### config.mk
export PLATFORM = sky130hd
export DESIGN_NAME = mem_loader
export DESIGN_NICKNAME = d
export VERILOG_FILES = /design/src/rtl/mem_loader.sv
export SDC_FILE = /design/constraint.sdc
export NUM_CORES = 1
export LEC_CHECK = 0
export ABC_CLOCK_PERIOD_IN_PS = 2800
export CORE_ASPECT_RATIO = 0.9
export CORE_UTILIZATION = 55
export DETAILED_ROUTE_END_ITERATION = 16
export PLACE_DENSITY = 0.78
export SYNTH_ARGS = -nofsm -noshare
export SYNTH_HDL_FRONTEND = slang
export SYNTH_SLANG_ARGS = --single-unit
### constraint.sdc
create_clock -name clk -period 2.8 [get_ports clk]
set_clock_uncertainty 0.1 [all_clocks]
set_input_delay 0.56 -clock clk [delete_from_list [all_inputs] [get_ports clk]]
set_output_delay 0.56 -clock clk [all_outputs]
set_load 0.01 [all_outputs]
### src/rtl/mem_loader.sv
// Bus initiator: streams LOAD_WORDS words into program memory, optionally reads them
// back and compares checksums, then releases the memory bus to the CPU.
module mem_loader #(
  parameter int unsigned AW         = 6,
  parameter int unsigned DW         = 9,
  parameter int unsigned LOAD_WORDS = 64,
  parameter bit          VERIFY     = 1'b1
) (
  input  logic          clk,
  input  logic          rst_n,
  input  logic          start,
  input  logic          in_valid,
  input  logic [DW-1:0] in_data,
  output logic          in_ready,
  output logic          READ,
  output logic          WRITE,
  output logic [AW-1:0] A,
  output logic [DW-1:0] DATA,
  input  logic [DW-1:0] D,
  output logic          hold_cpu,
  output logic          done,
  output logic          error
);

  localparam logic [AW-1:0] LastAddr = AW'(LOAD_WORDS - 1);

  typedef enum logic [3:0] {
    StIdle, StWait, StWsetup, StWstrobe, StWhold,
    StRsetup, StRsample, StCheck, StDone, StError
  } state_e;

  state_e        state_q, state_d;
  logic [AW-1:0] addr_q, addr_d;
  logic [AW-1:0] a_q, a_d;
  logic [DW-1:0] data_q, data_d;
  logic [15:0]   wsum_q, wsum_d;
  logic [15:0]   rsum_q, rsum_d;
  logic          in_ready_q, read_q, write_q, hold_q, done_q, error_q;

  // Next-state, address counter, bus address/data and checksum updates.
  always_comb begin
    state_d = state_q;
    addr_d  = addr_q;
    a_d     = a_q;
    data_d  = data_q;
    wsum_d  = wsum_q;
    rsum_d  = rsum_q;
    unique case (state_q)
      StIdle, StDone, StError: begin
        if (start) begin
          state_d = StWait;
          addr_d  = '0;
          wsum_d  = '0;
          rsum_d  = '0;
        end
      end
      StWait: begin
        // in_ready_q is high exactly while in this state
        if (in_valid && in_ready_q) begin
          data_d  = in_data;
          a_d     = addr_q;
          wsum_d  = wsum_q + 16'(in_data);
          state_d = StWsetup;
        end
      end
      StWsetup:  state_d = StWstrobe;
      StWstrobe: state_d = StWhold;
      StWhold: begin
        if (addr_q == LastAddr) begin
          if (VERIFY) begin
            addr_d  = '0;
            a_d     = '0;
            state_d = StRsetup;
          end else begin
            state_d = StDone;
          end
        end else begin
          addr_d  = addr_q + 1'b1;
          state_d = StWait;
        end
      end
      StRsetup: state_d = StRsample;
      StRsample: begin
        rsum_d = rsum_q + 16'(D);
        if (addr_q == LastAddr) begin
          state_d = StCheck;
        end else begin
          addr_d  = addr_q + 1'b1;
          a_d     = addr_q + 1'b1;
          state_d = StRsetup;
        end
      end
      StCheck: state_d = (rsum_q == wsum_q) ? StDone : StError;
      default: state_d = StIdle;
    endcase
  end

  // State and datapath registers; outputs are registered decodes of the next state.
  always_ff @(posedge clk or negedge rst_n) begin
    if (!rst_n) begin
      state_q    <= StIdle;
      addr_q     <= '0;
      a_q        <= '0;
      data_q     <= '0;
      wsum_q     <= '0;
      rsum_q     <= '0;
      in_ready_q <= 1'b0;
      read_q     <= 1'b0;
      write_q    <= 1'b0;
      hold_q     <= 1'b0;
      done_q     <= 1'b0;
      error_q    <= 1'b0;
    end else begin
      state_q    <= state_d;
      addr_q     <= addr_d;
      a_q        <= a_d;
      data_q     <= data_d;
      wsum_q     <= wsum_d;
      rsum_q     <= rsum_d;
      in_ready_q <= (state_d == StWait);
      read_q     <= (state_d == StRsetup) || (state_d == StRsample);
      write_q    <= (state_d == StWstrobe);
      hold_q     <= (state_d != StIdle) && (state_d != StDone);
      done_q     <= (state_d == StDone);
      error_q    <= (state_d == StError);
    end
  end

  assign in_ready = in_ready_q;
  assign READ     = read_q;
  assign WRITE    = write_q;
  assign A        = a_q;
  assign DATA     = data_q;
  assign hold_cpu = hold_q;
  assign done     = done_q;
  assign error    = error_q;

endmodule

==> flow_summary.ini <==
[outcome]
status = finished, final reports clean

[placed_design]
dp_slack_ns = -0.2034
port_buffers = 42
gp_congestion = 0.8953
dp_hpwl_mm = 6.209

[routing]
drt-initial-drc-count = 182
viasPerCell = 5.918
firstDrtPassIters = 5
post_drt_wl_per_cell_um = 15.78
antenna_left = 0
vias = 3237
drc = 0
drt_wl_total_mm = 8.631

[clocking]
h-tree-depth = 3
insertion_delay_ns = 0.34
cts_setup_buffers = 0
cts_sinks = 63
cts_inserted_buffers = 9
hold_buffers = 0
path_clk_slew_ns = 0.07
clock_path_buffers = 2
cts-root-buf = clkbuf_8
tritoncts = yes

[floorplan]
num_io_pins = 43
initial_core_util_pct = 57.61
die_w_um = 90.02
rows = 28
die-area_um2 = 7311
die_h_um = 81.22
core-area_um2 = 6656

[setup_path]
end_kind = flip-flop
rrSetupSlack_ns = 0.46
required_ns = 2.95
critPathArrivalTime_ns = 2.72
worstSetupPathType = primary input to flip-flop
critical_path.startpoint = D[0]
cp-start-kind = primary input
crit_end = rsum_q[10]
r2r_end = rsum_q[10]
r2r-start = rsum_q[0]
ff2ff_path_depth = 7
critPathMaxFanout = 4

[grt]
grt_max_degree = 25
grt_pass1_wl_mm = 15.01
first_global_vias = 3093
grt_usage_pct = 25.99
antenna_found_initial = 0
gr-total-overflow = 0

[logic_synthesis]
synth.top_cell.area_share_pct = 41.11
synth-seq-cells = 63
ys_types = 57
synth_common_cells = nand2_1, dfrtp_1, o21ai_0
synth.most_common_cell = nand2_1
seq_area_frac_synth_pct = 41.11
synth.cell_area_um2 = 3835
synth-main-ff-cell = dfrtp_1
synthTopCellsByArea = dfrtp_1, nand2_1, ha_1
synth_edf_count = 0
async_reset_ff_share_pct = 100.0
syn_avg_cell_area_um2 = 9.446
netlist_instances = 406
synth_nets = 449
ys_warn_count = 0
synth_top_area_cell = dfrtp_1

[flow_run]
maxCapViolCount = 0

[timing]
timing.fmax_mhz = 389.6
drv_slew = 0
fin_crit_sh_pct = 91.68
tns_ns = 0
rsz0062_at_grt = false
fin_crit_ns = 2.567
tightest_slew_ns = 0.6890
max_slew_margin_pct = 53.90
fin_ws_ns = 0.2329
finalHoldViolCount = 0
finalSetupViolCount = 0

[worst_hold_path]
hp-class = primary input to async pin

[final_layout]
fin_nets = 495
drive_above_1_share_pct = 9.847
diodes = 0
areaGrowthSynthToFinish_pct = 19.71

[power_and_ir_drop]
power.density_nw_per_um2 = 916.2
total_leakage_power_uw = 0.002127
vdd_drop_max_uv = 437.7
-- through the flow --
stage          power, uW  util, %  cell area (um^2)  hold slack (ns)  std cells
6_report            4206    68.97              4591          0.09669        547
5_1_grt             4546    68.97              4591           0.1150        547
4_1_cts             4205    68.87              4584          0.09812        547
3_5_place_dp        3356    65.79              4379           0.3616        531
3_3_place_gp        3284    65.79              4379           0.3568        531
2_1_floorplan       2711        -              3835           0.1644        406
-- report_power, final --
| part | total (uW) | internal [uW] | switching (uW) | leakage, uW |
|---|---|---|---|---|
| Clock | 831 | 499 | 331 | 0.000104 |
| Combinational | 1900 | 929 | 970 | 0.00118 |
| Sequential | 1480 | 1160 | 313 | 0.000846 |
-- how the worst min path moves through the flow --
stage / slack, ns / start / to / cells past startpoint
floorplan: 0.16 / rst_n / A[0] / 0
detailed placement: 0.36 / DATA[6] / DATA[6] / 2
global placement: 0.36 / DATA[6] / DATA[6] / 2
CTS: 0.1 / rst_n / DATA[1] / 1
global route: 0.12 / rst_n / DATA[1] / 1
finish: 0.1 / rst_n / DATA[2] / 1
-- layout make-up --
cell class / count / area [um^2]
clock inverters: 4 / 70.07
flip-flops and latches: 63 / 1577
multi-input cells: 317 / 2150
clock buffers: 12 / 135.1
inverters: 3 / 11.26
fillers: 526 / 2066
well taps: 90 / 112.6
repair buffers: 58 / 535.5
-- cells by family (layout without fill, tap and decap cells) --
group,count (synthesis),after routing,share of synthesized area [%]
AOI/OAI and AO/OA,98,98,17.36
xor gates and xnor gates,29,29,6.623
adders and majority gates,21,21,7.243
buffers and inverters,26,77,3.001
DFF,63,63,41.11
muxes,18,18,4.927
and+or+nand+nor,151,151,19.74
-- worst max-delay path: stages --
cell	delay [ns]
clkdlybuf4s50_1	0.41
ha_1	0.23
fa_1	0.41
a21o_1	0.20
a221oi_2	0.27
a21oi_1	0.17
o211ai_1	0.24
mux2i_1	0.21
-- per-layer routing --
metal,share of wire [%],vias to the layer above,track usage [%]
met5,0,-,0
met2,47,93,42.90
li1,-,1567,-
met4,1.4,0,7.097
met3,4.8,11,5.899
met1,47,1566,34.81
-- cell usage in the layout (no fill, tap or decap), drive strengths merged, types with 3 or more instances in the layout --
cell	count
dfrtp	63
clkbuf	12
a22o	9
o22ai	4
nand2	68
xnor2	22
a21o	11
xor2	7
inv	3
mux2i	11
or3	4
nor2	10
nand4	8
buf	17
ha	19
a221oi	3
nor3	5
mux2	7
nand3	26
and3	8
a21oi	20
a2111o	3
nor2b	3
o21ai	31
clkdlybuf4s50	41
-- flip-flops by register name, summed over array words and instances, names as in the netlist --
name,cells
error,1
rsum_q,16
addr_q,6
READ,1
WRITE,1
in_ready,1
done,1
hold_cpu,1
state_q,4
wsum_q,16
DATA,9
A,6
-- timing repair --
item                       4_1_cts  5_1_grt
hold endpoints to repair         0        0
resized for setup                0        1
setup endpoints to repair        0        2
(Power assumes the default switching activity.)
